[src/rtl/mycpu_pkg.sv]
// mycpu shared definitions: opcodes, control-unit states and datapath select encodings.
package mycpu_pkg;

  localparam int unsigned OPC_W = 7;

  // Instruction opcodes of the mycpu ISA.
  typedef enum logic [6:0] {
    OP_MOVA = 7'b0000000,
    OP_INC  = 7'b0000001,
    OP_ADD  = 7'b0000010,
    OP_SUB  = 7'b0000101,
    OP_DEC  = 7'b0000110,
    OP_AND  = 7'b0001000,
    OP_OR   = 7'b0001001,
    OP_XOR  = 7'b0001010,
    OP_NOT  = 7'b0001011,
    OP_MOVB = 7'b0001100,
    OP_SHR  = 7'b0001101,
    OP_SHL  = 7'b0001110,
    OP_LD   = 7'b0010000,
    OP_IOR  = 7'b0010001,
    OP_ST   = 7'b0100000,
    OP_IOW  = 7'b0100001,
    OP_ADI  = 7'b1000010,
    OP_LDI  = 7'b1001100,
    OP_BRZ  = 7'b1100000,
    OP_BRN  = 7'b1100001,
    OP_JMP  = 7'b1110000,
    OP_HAL  = 7'b1111000
  } opcode_t;

  // Multi-cycle control unit states.
  localparam int unsigned CU_MC_SW = 3;
  typedef logic [CU_MC_SW-1:0] cu_mc_state_t;
  localparam cu_mc_state_t ST_RST = 3'd0;
  localparam cu_mc_state_t ST_INF = 3'd1;
  localparam cu_mc_state_t ST_EX0 = 3'd2;
  localparam cu_mc_state_t ST_HLT = 3'd3;
  localparam cu_mc_state_t ST_ERR = 3'd4;

  // PC select encodings.
  typedef logic [1:0] ps_t;
  localparam ps_t PS_HOLD = 2'b00;
  localparam ps_t PS_INC  = 2'b01;
  localparam ps_t PS_BR   = 2'b10;
  localparam ps_t PS_JMP  = 2'b11;

  // Destination data mux encodings.
  typedef logic [1:0] md_t;
  localparam md_t MD_FU  = 2'b00;
  localparam md_t MD_MEM = 2'b01;
  localparam md_t MD_IO  = 2'b10;

  // True for opcodes that use the memory/IO ready handshake.
  function automatic logic is_mem_op(input opcode_t op);
    return (op == OP_LD) || (op == OP_ST) || (op == OP_IOR) || (op == OP_IOW);
  endfunction

  // True for any encoding that is a member of opcode_t.
  function automatic logic is_legal_op(input logic [OPC_W-1:0] op);
    logic ok;
    case (op)
      OP_MOVA, OP_INC, OP_ADD, OP_SUB, OP_DEC, OP_AND, OP_OR, OP_XOR,
      OP_NOT, OP_MOVB, OP_SHR, OP_SHL, OP_LD, OP_IOR, OP_ST, OP_IOW,
      OP_ADI, OP_LDI, OP_BRZ, OP_BRN, OP_JMP, OP_HAL: ok = 1'b1;
      default: ok = 1'b0;
    endcase
    return ok;
  endfunction

endpackage

[src/rtl/cu_mc_wdog.sv]
// Bus-timeout watchdog: counts consecutive not-ready cycles of an active access.
// MEM_TO = 0 removes the counter and never expires.
module cu_mc_wdog #(
  parameter int unsigned MEM_TO = 16
) (
  input  logic clk,
  input  logic rst_n,
  input  logic active_i,
  input  logic rdy_i,
  output logic expire_c_o
);

  localparam int unsigned CW = (MEM_TO > 0) ? $clog2(MEM_TO + 1) : 1;

  generate
    if (MEM_TO == 0) begin : g_off
      assign expire_c_o = 1'b0;
    end else begin : g_on
      logic [CW-1:0] cnt_q;
      logic [CW-1:0] cnt_d;

      // Expire on the last allowed not-ready cycle.
      assign expire_c_o = active_i && !rdy_i && (cnt_q == CW'(MEM_TO - 1));

      // Count while waiting; any ready, idle or expiry restarts from zero.
      always_comb begin
        cnt_d = '0;
        if (active_i && !rdy_i && !expire_c_o) cnt_d = cnt_q + CW'(1);
      end

      // Counter register.
      always_ff @(posedge clk or negedge rst_n) begin
        if (!rst_n) cnt_q <= '0;
        else        cnt_q <= cnt_d;
      end
    end
  endgenerate

endmodule

[src/rtl/cu_mc.sv]
// Multi-cycle control unit for the mycpu datapath: fetch/execute sequencing with
// memory/IO wait states, bus-timeout watchdog and illegal-opcode error state.
// Optional interrupt entry (irq_in / irq_ack_out) is enabled by defining CU_MC_IRQ_EN.
module cu_mc
  import mycpu_pkg::*;
#(
  parameter int unsigned REG_AW = 3,
  parameter int unsigned MEM_TO = 16,
  localparam int unsigned IW = 7 + 3 * REG_AW,
  localparam int unsigned FW = REG_AW + 1
) (
  input  logic            clk,
  input  logic            rst_n,
  input  logic [IW-1:0]   ins_in,
  input  logic            z_in,
  input  logic            n_in,
  input  logic            mem_rdy_in,
`ifdef CU_MC_IRQ_EN
  input  logic            irq_in,
  output logic            irq_ack_out,
`endif
  output logic            il_out,
  output logic [1:0]      ps_out,
  output logic            rw_out,
  output logic [3*FW-1:0] rs_out,
  output logic            mm_out,
  output logic [1:0]      md_out,
  output logic            mb_out,
  output logic [3:0]      fs_out,
  output logic            wen_out,
  output logic            iom_out,
  output logic            err_out
);

  cu_mc_state_t state_q;
  cu_mc_state_t state_d;

  logic [OPC_W-1:0]  op;
  logic [REG_AW-1:0] f_d;
  logic [REG_AW-1:0] f_a;
  logic [REG_AW-1:0] f_b;
  logic              op_legal;
  logic              op_mem;
  logic              op_io;
  logic              op_wr;
  logic              wd_active;
  logic              wd_expire;
  logic              irq_ack_c;

  // Instruction field split and opcode classification.
  assign op       = ins_in[IW-1 -: OPC_W];
  assign f_d      = ins_in[3*REG_AW-1 -: REG_AW];
  assign f_a      = ins_in[2*REG_AW-1 -: REG_AW];
  assign f_b      = ins_in[REG_AW-1:0];
  assign op_legal = is_legal_op(op);
  assign op_mem   = op_legal && is_mem_op(opcode_t'(op));
  assign op_io    = (op == OP_IOR) || (op == OP_IOW);
  assign op_wr    = (op == OP_ST)  || (op == OP_IOW);

`ifdef CU_MC_IRQ_EN
  logic fetch_busy_q;
  logic fetch_busy_d;

  // Ack only before the fetch has started, or to wake from halt.
  assign irq_ack_c    = irq_in && (((state_q == ST_INF) && !fetch_busy_q) || (state_q == ST_HLT));
  assign irq_ack_out  = irq_ack_c;
  assign fetch_busy_d = (state_d == ST_INF) && (irq_ack_c || (state_q == ST_INF));

  // Marks that the current INF visit is past its interrupt window.
  always_ff @(posedge clk or negedge rst_n) begin
    if (!rst_n) fetch_busy_q <= 1'b0;
    else        fetch_busy_q <= fetch_busy_d;
  end
`else
  assign irq_ack_c = 1'b0;
`endif

  // Watchdog covers fetch and memory-op execute; the ack cycle is not an access.
  assign wd_active = ((state_q == ST_INF) && !irq_ack_c) || ((state_q == ST_EX0) && op_mem);

  cu_mc_wdog #(
    .MEM_TO(MEM_TO)
  ) u_wdog (
    .clk       (clk),
    .rst_n     (rst_n),
    .active_i  (wd_active),
    .rdy_i     (mem_rdy_in),
    .expire_c_o(wd_expire)
  );

  // State register.
  always_ff @(posedge clk or negedge rst_n) begin
    if (!rst_n) state_q <= ST_RST;
    else        state_q <= state_d;
  end

  // Next-state and control decode; everything idles unless a branch below drives it.
  always_comb begin
    state_d = state_q;
    il_out  = 1'b0;
    ps_out  = PS_HOLD;
    rw_out  = 1'b0;
    rs_out  = '0;
    mm_out  = 1'b0;
    md_out  = MD_FU;
    mb_out  = 1'b0;
    fs_out  = 4'b0000;
    wen_out = 1'b1;
    iom_out = 1'b0;
    err_out = 1'b0;

    case (state_q)
      ST_RST: state_d = ST_INF;

      ST_INF: begin
        if (irq_ack_c) begin
          state_d = ST_INF;
        end else if (wd_expire) begin
          state_d = ST_ERR;
        end else begin
          il_out = mem_rdy_in;
          if (mem_rdy_in) state_d = ST_EX0;
        end
      end

      ST_EX0: begin
        if (!op_legal) begin
          state_d = ST_ERR;
        end else if (op_mem) begin
          rs_out  = {1'b0, f_d, 1'b0, f_a, 1'b0, f_b};
          mm_out  = 1'b1;
          iom_out = op_io;
          md_out  = (op == OP_LD) ? MD_MEM : ((op == OP_IOR) ? MD_IO : MD_FU);
          wen_out = !op_wr;
          if (wd_expire) begin
            state_d = ST_ERR;
          end else if (mem_rdy_in) begin
            ps_out  = PS_INC;
            rw_out  = !op_wr;
            state_d = ST_INF;
          end
        end else begin
          rs_out = {1'b0, f_d, 1'b0, f_a, 1'b0, f_b};
          mb_out = (op == OP_LDI) || (op == OP_ADI);
          case (op)
            OP_BRZ: ps_out = z_in ? PS_BR : PS_INC;
            OP_BRN: ps_out = n_in ? PS_BR : PS_INC;
            OP_JMP: ps_out = PS_JMP;
            OP_HAL: ps_out = PS_HOLD;
            default: ps_out = PS_INC;
          endcase
          rw_out = !((op == OP_BRZ) || (op == OP_BRN) || (op == OP_JMP) || (op == OP_HAL));
          fs_out = ((op == OP_BRZ) || (op == OP_BRN) || (op == OP_JMP)) ? 4'b0000 : op[3:0];
          state_d = (op == OP_HAL) ? ST_HLT : ST_INF;
        end
      end

      ST_HLT: begin
        if (irq_ack_c) state_d = ST_INF;
      end

      ST_ERR: err_out = 1'b1;

      default: state_d = ST_ERR;
    endcase
  end

endmodule

[config.mk]
export PLATFORM = sky130hd
export DESIGN_NAME = cu_mc
export DESIGN_NICKNAME = d
export VERILOG_FILES = /design/src/rtl/mycpu_pkg.sv /design/src/rtl/cu_mc_wdog.sv /design/src/rtl/cu_mc.sv
export SDC_FILE = /design/constraint.sdc
export NUM_CORES = 1
export LEC_CHECK = 0
export ABC_CLOCK_PERIOD_IN_PS = 2500
export BUFFER_PORTS_ARGS = -buffer_cell sky130_fd_sc_hd__buf_2
export CORE_MARGIN = 4
export CORE_UTILIZATION = 46
export CTS_BUF_LIST = sky130_fd_sc_hd__clkbuf_8
export CTS_CLUSTER_DIAMETER = 150
export CTS_CLUSTER_SIZE = 10
export DETAILED_ROUTE_END_ITERATION = 7
export GPL_TIMING_DRIVEN = 0
export PLACE_DENSITY_LB_ADDON = 0.1
export SLEW_MARGIN = 5
export SYNTH_ARGS = -nofsm -noshare
export SYNTH_HDL_FRONTEND = slang
export SYNTH_SLANG_ARGS = --single-unit
[constraint.sdc]
create_clock -name clk -period 2.5 [get_ports clk]
set_clock_uncertainty 0.2 [all_clocks]
set_input_delay 0.375 -clock clk [delete_from_list [all_inputs] [get_ports clk]]
set_output_delay 0.375 -clock clk [all_outputs]
set_load 0.005 [all_outputs]
==> flow_summary.json, run 1 <==
{
  "status": "finished clean",
  "critPathArrivalTime_ns": 1.85,
  "fmax_mhz": 411.9,
  "clock_path_buffers": 2,
  "endpoint_kind": "output port",
  "rows": 15,
  "ioPinCount": 48,
  "grt_pass1_vias": 871,
  "fillers": 181,
  "post-route-period-util_pct": 97.12,
  "routedWlPerCell_um": 12.18,
  "power.density_mw_per_mm2": 489.5,
  "gp_congestion": 0.8921,
  "synth-main-ff-cell": "dfrtp_1",
  "grt_max_degree": 11,
  "synth-async-reset-ratio_pct": 100.0,
  "synth.top_cell.area_share_pct": 23.02,
  "initial_core_util_pct": 49.29,
  "die_area_mm2": 0.002650,
  "critPathKind": "input port to output port",
  "die_h_um": 51.48,
  "worst-r2r-cell-count": 6,
  "clock-sinks": 8,
  "numCtsBuffers": 3,
  "drive_above_1_share_pct": 35.67,
  "final_antenna_net_count": 0,
  "antenna_found_initial": 0,
  "portBuffers": 43,
  "critPathMaxFanout": 10,
  "postSynthCellCount": 121,
  "setup_viol": 0,
  "cp.required_ns": 1.92,
  "drc": 0,
  "hpwl_um": 1929,
  "cts_tree": "done",
  "synth_cell_types": 36,
  "min_from": "u_wdog.g_on.cnt_q[0]$_DFF_PN0_",
  "clk_pin_slew_worst_paths_ns": 0.04,
  "critPathLaunchType": "input port",
  "synth-seq-cells": 8,
  "synth_most_common_cell": "nor2_1",
  "grt_use_total_pct": 18.83,
  "clk_latency_ns": 0.23,
  "num-nets-final": 196,
  "synth_largest_area_cell": "dfrtp_1",
  "power_uw": 591.0,
  "core_mm2": 0.001764,
  "final-instance-count-excl-fill": 196,
  "holdPathStages": 1,
  "drtPass1Iterations": 4,
  "drv_cap": 0,
  "crit_path_start": "ins_in[12]",
  "fin_area_mm2": 0.001207,
  "fin_crit_ns": 2.428,
  "min_to": "u_wdog.g_on.cnt_q[0]$_DFF_PN0_",
  "n_antenna_cell": 0,
  "ys_seq_area_share_pct": 23.02,
  "ir_drop_mv": 0.2961,
  "postRouteWirelength_um": 2387,
  "cts-htree-levels": 1,
  "postSynthAreaPerCell_um2": 7.187,
  "syn_area_um2": 869.6,
  "synthToLayoutAreaGrowth_pct": 38.85,
  "synth-edff-count": 0,
  "r2r-end": "u_wdog.g_on.cnt_q[2]$_DFF_PN0_",
  "viasPerCell": 5.224,
  "drtIter0Drc": 24,
  "root_buffer": "clkbuf_8",
  "die_w_um": 51.48,
  "grt-ovfl-total": 0,
  "hold_viol_final": 0,
  "placed_cells": 191,
  "grt_setup_unrepaired": "true",
  "hold_path.class": "flip-flop to flip-flop",
  "maxSlewViolCount": 0,
  "grt_pass1_wl_um": 3795,
  "p_leak_uw": 0.0005994,
  "ff2ff_setup_slack_ns": 0.64,
  "ys_top_cells_by_count": "nor2_1 (14), and2_1 (12), o21ai_0 (9)",
  "synthTopCellsByArea": "dfrtp_1 (23%), and2_1 (8.6%), nor2_1 (6.0%), o21ai_0 (5.2%), nor3_1 (4.0%)",
  "timing.rr.start": "u_wdog.g_on.cnt_q[0]$_DFF_PN0_",
  "ys.warnings.count": 0,
  "dpl_cell_area_mm2": 0.001124,
  "vias": 1024
}
## kinds of logic after synthesis
group | after synthesis | synth area share (%)
and+or+nand+nor | 69 | 44.75
DFF | 8 | 23.02
other | 1 | 0.4312
AOI/OAI and AO/OA | 23 | 17.27
buffers and inverters | 15 | 8.633
xor gates and xnor gates | 3 | 3.022
adders and majority gates | 2 | 2.877
## worst max path at each step
stage,end,slack (ns)
finish,ps_out[1],0.07
global route,rs_out[4],-0.004
CTS,rs_out[1],0.02
detailed placement,rs_out[1],-0.05
global placement,rs_out[4],-0.06
floorplan,iom_out,0.40
## power by group
| group | leakage (uW) | internal [uW] | switching [uW] |
|---|---|---|---|
| logic | 0.000471 | 105 | 138 |
| clock network | 0.0000216 | 104 | 51.5 |
| registers | 0.000107 | 157 | 34.7 |
| total | 0.000599 | 367 | 224 |
## final cells by class
class / count / area (um2) / area share [%]
Clock buffer: 3 / 41.29 / 3.420
Sequential cell: 8 / 200.2 / 16.58
Tap cell: 25 / 31.28 / 2.591
Multi-Input combinational cell: 100 / 623.1 / 51.61
Timing Repair Buffer: 45 / 232.7 / 19.27
Inverter: 5 / 18.77 / 1.554
Buffer: 10 / 60.06 / 4.974
## sequential cells by signal (all words and copies together), names as in the netlist
signal	count
u_wdog.g_on.cnt_q	5
state_q	3
## repair_timing
| action | in CTS | in global routing |
|---|---|---|
| gates resized for setup | 3 | 3 |
| hold buffers | 1 | 0 |
| setup buffers | 0 | 1 |
| pin swaps | 0 | 1 |
| endpoints found under the hold margin | 8 | 0 |
| endpoints found under the setup margin | 10 | 11 |
## through the flow
step	util, %	hold slack [ns]	setup WS (ns)	setup TNS (ns)
2_1_floorplan	-	-0.1206	0.4003	0
3_3_place_gp	63.69	0.02021	-0.06106	-0.5805
3_5_place_dp	63.69	0.02329	-0.05428	-0.4692
6_report	68.44	0.2626	0.07198	0
5_1_grt	68.44	0.2894	-0.004010	-0.008912
4_1_cts	67.23	0.2641	0.02040	0
## per-layer routing
metal,track usage (%),vias to the layer above,share of wire (%)
met5,0,-,0
met4,6.987,0,1.9
met3,3.499,6,4.6
met2,33.26,29,52
met1,22.32,468,41
li1,-,521,-
## cells in the final DEF, fill, tap and decap left out, drive strengths merged
master / netlist / layout
nand3b: 2 / 2
buf: 7 / 51
and3: 3 / 3
or3: 2 / 2
nand4b: 1 / 1
o311a: 1 / 1
ha: 2 / 2
nor4: 5 / 5
nand2: 7 / 7
nor3: 7 / 7
o21ai: 9 / 9
a21oi: 5 / 5
o211ai: 1 / 1
dfrtp: 8 / 8
a211oi: 1 / 1
conb: 1 / 3
nor4b: 1 / 1
dlygate4sd3: 0 / 1
xnor2: 1 / 1
nand3: 3 / 3
inv: 5 / 5
o21a: 1 / 1
nor2b: 2 / 2
nor3b: 3 / 3
xor2: 2 / 2
nor2: 14 / 14
and3b: 1 / 1
and2: 13 / 13
o31ai: 2 / 2
clkbuf: 3 / 6
o41ai: 1 / 1
a2111oi: 1 / 1
nand2b: 5 / 5
a31oi: 1 / 1
## critical path: stages
cell and delay [ns]:
buf_2 0.12, buf_2 0.17, nor2b_1 0.14, a2111oi_0 0.35
inv_1 0.12, and2_4 0.20, nor4_1 0.22, buf_2 0.16
No activity file was read; power rests on OpenSTA's default activity.
==> run 2: changes to the inputs <==
--- a/config.mk
+++ b/config.mk
@@ -7,8 +7,9 @@
 export LEC_CHECK = 0
 export ABC_CLOCK_PERIOD_IN_PS = 2500
 export BUFFER_PORTS_ARGS = -buffer_cell sky130_fd_sc_hd__buf_2
+export CORE_ASPECT_RATIO = 1.25
 export CORE_MARGIN = 4
-export CORE_UTILIZATION = 46
+export CORE_UTILIZATION = 30
 export CTS_BUF_LIST = sky130_fd_sc_hd__clkbuf_8
 export CTS_CLUSTER_DIAMETER = 150
 export CTS_CLUSTER_SIZE = 10
==> flow_summary.json, run 2 (synthesis gave the netlist of run 1 again) <==
{
  "fin_crit_ns": 2.437,
  "cp.required_ns": 1.92,
  "cts_tree": "done",
  "final-instance-count-excl-fill": 204,
  "critPathArrivalTime_ns": 1.86,
  "timing.rr.start": "u_wdog.g_on.cnt_q[0]$_DFF_PN0_",
  "gp_congestion": 0.8345,
  "drc": 0,
  "root_buffer": "clkbuf_8",
  "final_util_pct": 46.06,
  "clk_pin_slew_worst_paths_ns": 0.04,
  "drv_cap": 0,
  "die_h_um": 68.20,
  "setup_viol": 0,
  "hold_slack_ns": 0.2587,
  "core_mm2": 0.002733,
  "largest_register": "u_wdog.g_on.cnt_q",
  "maxSlewViolCount": 0,
  "rows": 21,
  "largest_reg_flops": 5,
  "viasPerCell": 4.980,
  "crit_top_cell": "buf_2",
  "critPathLaunchType": "input port",
  "status": "finished clean",
  "grt_pass1_vias": 1049,
  "layout_common_cells": "buf_2 (46), nor2_1 (14), and2_1 (12)",
  "n_antenna_cell": 0,
  "critPathMaxStageDelay_ns": 0.41,
  "path_cells": "buf_2 > or3_1 > o311a_4 > and2_4 > nor4_4 > buf_2",
  "routedWlPerCell_um": 12.80,
  "hold_viol_final": 0,
  "cp_slowest_cell": "or3_1",
  "antenna_found_initial": 0,
  "critPathMaxFanout": 6,
  "vias": 1016,
  "top_regs": "u_wdog.g_on.cnt_q (5), state_q (3)",
  "final_common_cell": "buf_2",
  "p_leak_uw": 0.0006235,
  "numCtsBuffers": 3,
  "hold_path.class": "flip-flop to flip-flop",
  "placed_cells": 200,
  "ir_drop_mv": 0.2432,
  "crit_buf_inv": 2,
  "crit_family": "simple AND/OR/NAND/NOR gates",
  "final_antenna_net_count": 0,
  "min_from": "u_wdog.g_on.cnt_q[0]$_DFF_PN0_",
  "endpoint_kind": "output port",
  "initial_core_util_pct": 31.82,
  "grt_pass1_wl_um": 4422,
  "drtPass1Iterations": 4,
  "grt_use_total_pct": 14.53,
  "drtIter0Drc": 14,
  "clock-sinks": 8,
  "cts-htree-levels": 1,
  "crit_path_start": "ins_in[15]",
  "num-nets-final": 195,
  "grt_max_degree": 11,
  "post-route-period-util_pct": 97.50,
  "power.density_mw_per_mm2": 479.1,
  "hpwl_um": 2103,
  "die_area_mm2": 0.003829,
  "finalSetupTns_ns": 0,
  "grt-ovfl-total": 0,
  "postRouteWirelength_um": 2611,
  "die_w_um": 56.16,
  "drive_above_1_share_pct": 37.06,
  "portBuffers": 43,
  "fmax_mhz": 410.3,
  "critPathKind": "input port to output port",
  "dpl_cell_area_mm2": 0.001135,
  "fin_area_mm2": 0.001259,
  "ioPinCount": 48,
  "synthToLayoutAreaGrowth_pct": 44.75,
  "clock_path_buffers": 2,
  "clk_latency_ns": 0.22
}
-- run 2: routing by layer --
metal | track usage [%] | vias up | share of wire (%)
li1 | - | 520 | -
met1 | 14.59 | 457 | 40
met2 | 28.51 | 34 | 53
met3 | 2.453 | 5 | 5.5
met4 | 8.012 | 0 | 1.8
met5 | 0 | - | 0
-- run 2: worst paths after layout --
kind                                             endpoint  slack, ns  cells past startpoint
setup / recovery                                  iom_out       0.06                      6
min in group asynchronous  u_wdog.g_on.cnt_q[3]$_DFF_PN0_       0.32                      2
setup reg to reg           u_wdog.g_on.cnt_q[3]$_DFF_PN0_       0.66                      6
hold / removal             u_wdog.g_on.cnt_q[0]$_DFF_PN0_       0.26                      1
max in group asynchronous          state_q[1]$_DFFE_PN0P_       1.61                      2
hold reg to reg            u_wdog.g_on.cnt_q[0]$_DFF_PN0_       0.26                      1
-- run 2: final cells by class --
cell class	count	area [um2]
clock buffer	3	41.29
inverter	5	18.77
tap	34	42.54
buffer	10	60.06
multi-input combinational	100	670.6
sequential	8	200.2
timing repair buffer	44	225.2
fill	314	1474
-- run 2: what timing repair did --
item / CTS / global route
gates resized for setup: 2 / 12
pin swaps: 0 / 0
buffers inserted: 0 / 0
hold buffers: 1 / 0
endpoints found under the setup margin: 12 / 12
hold endpoints to repair: 8 / 0
-- run 2: where the power goes --
part	internal (uW)	leakage, uW	switching [uW]	total [uW]
Combinational	111	0.000495	151	262
Sequential	157	0.000107	34.6	192
Clock	104	0.0000216	45.6	149
-- run 2: worst reg2reg max path, stage by stage, from the launching register on --
cell and delay, ns:
dfrtp_1 0.39, ha_1 0.22, and3_1 0.19, ha_1 0.26, nor3_1 0.23, nand2_1 0.15
nor2_1 0.13
-- run 2: stage by stage --
| step | setup slack, ns | total power, uW |
|---|---|---|
| finish | 0.06261 | 603.0 |
| global route | -0.002618 | 667.9 |
| CTS | 0.01081 | 589.7 |
| detailed placement | -0.09198 | 433.4 |
| global placement | -0.09343 | 430.5 |
| floorplan | 0.4003 | 352.0 |
==> run 3: changes to the inputs <==
--- a/config.mk
+++ b/config.mk
@@ -10,7 +10,6 @@
 export CORE_ASPECT_RATIO = 1.25
 export CORE_MARGIN = 4
 export CORE_UTILIZATION = 30
-export CTS_BUF_LIST = sky130_fd_sc_hd__clkbuf_8
 export CTS_CLUSTER_DIAMETER = 150
 export CTS_CLUSTER_SIZE = 10
 export DETAILED_ROUTE_END_ITERATION = 7
==> flow_summary.json, run 3 (synthesis gave the netlist of run 1 again) <==
{
  "critPathMaxStageDelay_ns": 0.41,
  "drtIter0Drc": 12,
  "worst-r2r-cell-count": 6,
  "final_antenna_net_count": 0,
  "use_met1_pct": 14.71,
  "grt_pass1_wl_um": 4388,
  "die_h_um": 68.20,
  "drv_cap": 0,
  "final_util_pct": 45.47,
  "cp_slowest_cell": "or3_1",
  "drc": 0,
  "maxSlewViolCount": 0,
  "grt_pass1_vias": 1043,
  "fin_crit_ns": 2.447,
  "num-nets-final": 195,
  "grt-ovfl-total": 0,
  "top_regs": "u_wdog.g_on.cnt_q (5), state_q (3)",
  "top_usage_layer": "met2",
  "die_area_mm2": 0.003829,
  "power_uw": 550.9,
  "antenna_found_initial": 0,
  "hold_path.class": "flip-flop to flip-flop",
  "gp_congestion": 0.8345,
  "ir_drop_mv": 0.2067,
  "path_cells": "buf_2 > or3_1 > o311a_4 > and2_4 > nor4_4 > buf_2",
  "drtPass1Iterations": 4,
  "min_to": "u_wdog.g_on.cnt_q[0]$_DFF_PN0_",
  "dpl_cell_area_mm2": 0.001135,
  "grt_max_degree": 11,
  "rows": 21,
  "min_from": "u_wdog.g_on.cnt_q[0]$_DFF_PN0_",
  "use_met3_pct": 1.887,
  "final-instance-count-excl-fill": 204,
  "power.density_mw_per_mm2": 443.4,
  "clock-sinks": 8,
  "clock_path_buffers": 2,
  "largest_reg_flops": 5,
  "viasPerCell": 5.020,
  "crit_path_start": "ins_in[15]",
  "ff2ff_setup_slack_ns": 0.66,
  "initial_core_util_pct": 31.82,
  "hpwl_um": 2103,
  "root_buffer": "clkbuf_4",
  "largest_register": "u_wdog.g_on.cnt_q",
  "endpoint_kind": "output port",
  "critPathKind": "input port to output port",
  "crit_top_cell": "buf_2",
  "clk_latency_ns": 0.25,
  "final_common_cell": "buf_2",
  "die_w_um": 56.16,
  "placed_cells": 200,
  "hold_viol_final": 0,
  "pre_cts_slack_ns": -0.09198,
  "cts_setup_buffers": 0,
  "critPathMaxFanout": 6,
  "routedWlPerCell_um": 12.79,
  "grt_use_met2_pct": 28.22,
  "clk_pin_slew_worst_paths_ns": 0.05,
  "fin_area_mm2": 0.001242,
  "critPathArrivalTime_ns": 1.87,
  "status": "finished clean",
  "fmax_mhz": 408.7,
  "grt_use_total_pct": 14.37,
  "ioPinCount": 48,
  "drive_above_1_share_pct": 37.65,
  "cts_tree": "done",
  "portBuffers": 43,
  "cp.required_ns": 1.92,
  "n_antenna_cell": 0,
  "p_leak_uw": 0.0006163,
  "numCtsBuffers": 3,
  "core_mm2": 0.002733,
  "critPathLaunchType": "input port",
  "holdPathStages": 1,
  "layout_common_cells": "buf_2 (46), nor2_1 (14), and2_1 (12)",
  "timing.rr.start": "u_wdog.g_on.cnt_q[0]$_DFF_PN0_",
  "synthToLayoutAreaGrowth_pct": 42.88,
  "setup_viol": 0,
  "vias": 1024,
  "r2r-end": "u_wdog.g_on.cnt_q[3]$_DFF_PN0_",
  "finalWorstSetupSlack_ns": 0.05326,
  "post-route-period-util_pct": 97.87,
  "cts-htree-levels": 1,
  "postRouteWirelength_um": 2609
}
-- run 3: cell counts in the layout (fill, tap and decap cells not counted) --
No cell type changed its count.
-- run 3: worst max-delay path by stage --
stage | slack, ns | end
global placement | -0.09 | iom_out
floorplan | 0.40 | iom_out
global route | -0.003 | ps_out[1]
CTS | 0.01 | iom_out
finish | 0.05 | iom_out
detailed placement | -0.09 | ps_out[1]
-- run 3: final cells by class --
type,instances,area [um2]
fillers,315,1490
multi-input cells,100,673.1
repair buffers,44,225.2
flip-flops and latches,8,200.2
plain buffers,10,60.06
well taps,34,42.54
clock buffers,3,22.52
inverters,5,18.77
-- run 3: critical path: cells and delay by family --
family | cells | cell delay, ns
buf+inv | 2 | 0.31
compound gates | 1 | 0.35
simple gates | 3 | 0.82
-- run 3: layer usage --
| layer | vias to the layer above | share of wire (%) |
|---|---|---|
| met5 | - | 0 |
| met4 | 0 | 2.4 |
| met3 | 6 | 5.1 |
| met2 | 33 | 53 |
| met1 | 466 | 39 |
| li1 | 519 | - |
-- run 3: report_power, final --
group	internal, uW	switching (uW)
registers	157	35.5
clock network	54.6	39.5
logic	113	151
total	325	226
-- run 3: timing repair --
action                                  4_1_cts  5_1_grt
gates resized for setup                       2       13
hold buffers                                  1        0
endpoints found under the setup margin       12       12
hold endpoints to repair                      8        0
-- run 3: stage by stage --
stage | hold slack [ns] | TNS, ns
final | 0.2603 | 0
after global routing | 0.2885 | -0.003419
after CTS | 0.2647 | 0
after detailed placement | 0.02447 | -0.6636
after global placement | 0.02115 | -0.3888
after floorplan | -0.1206 | 0
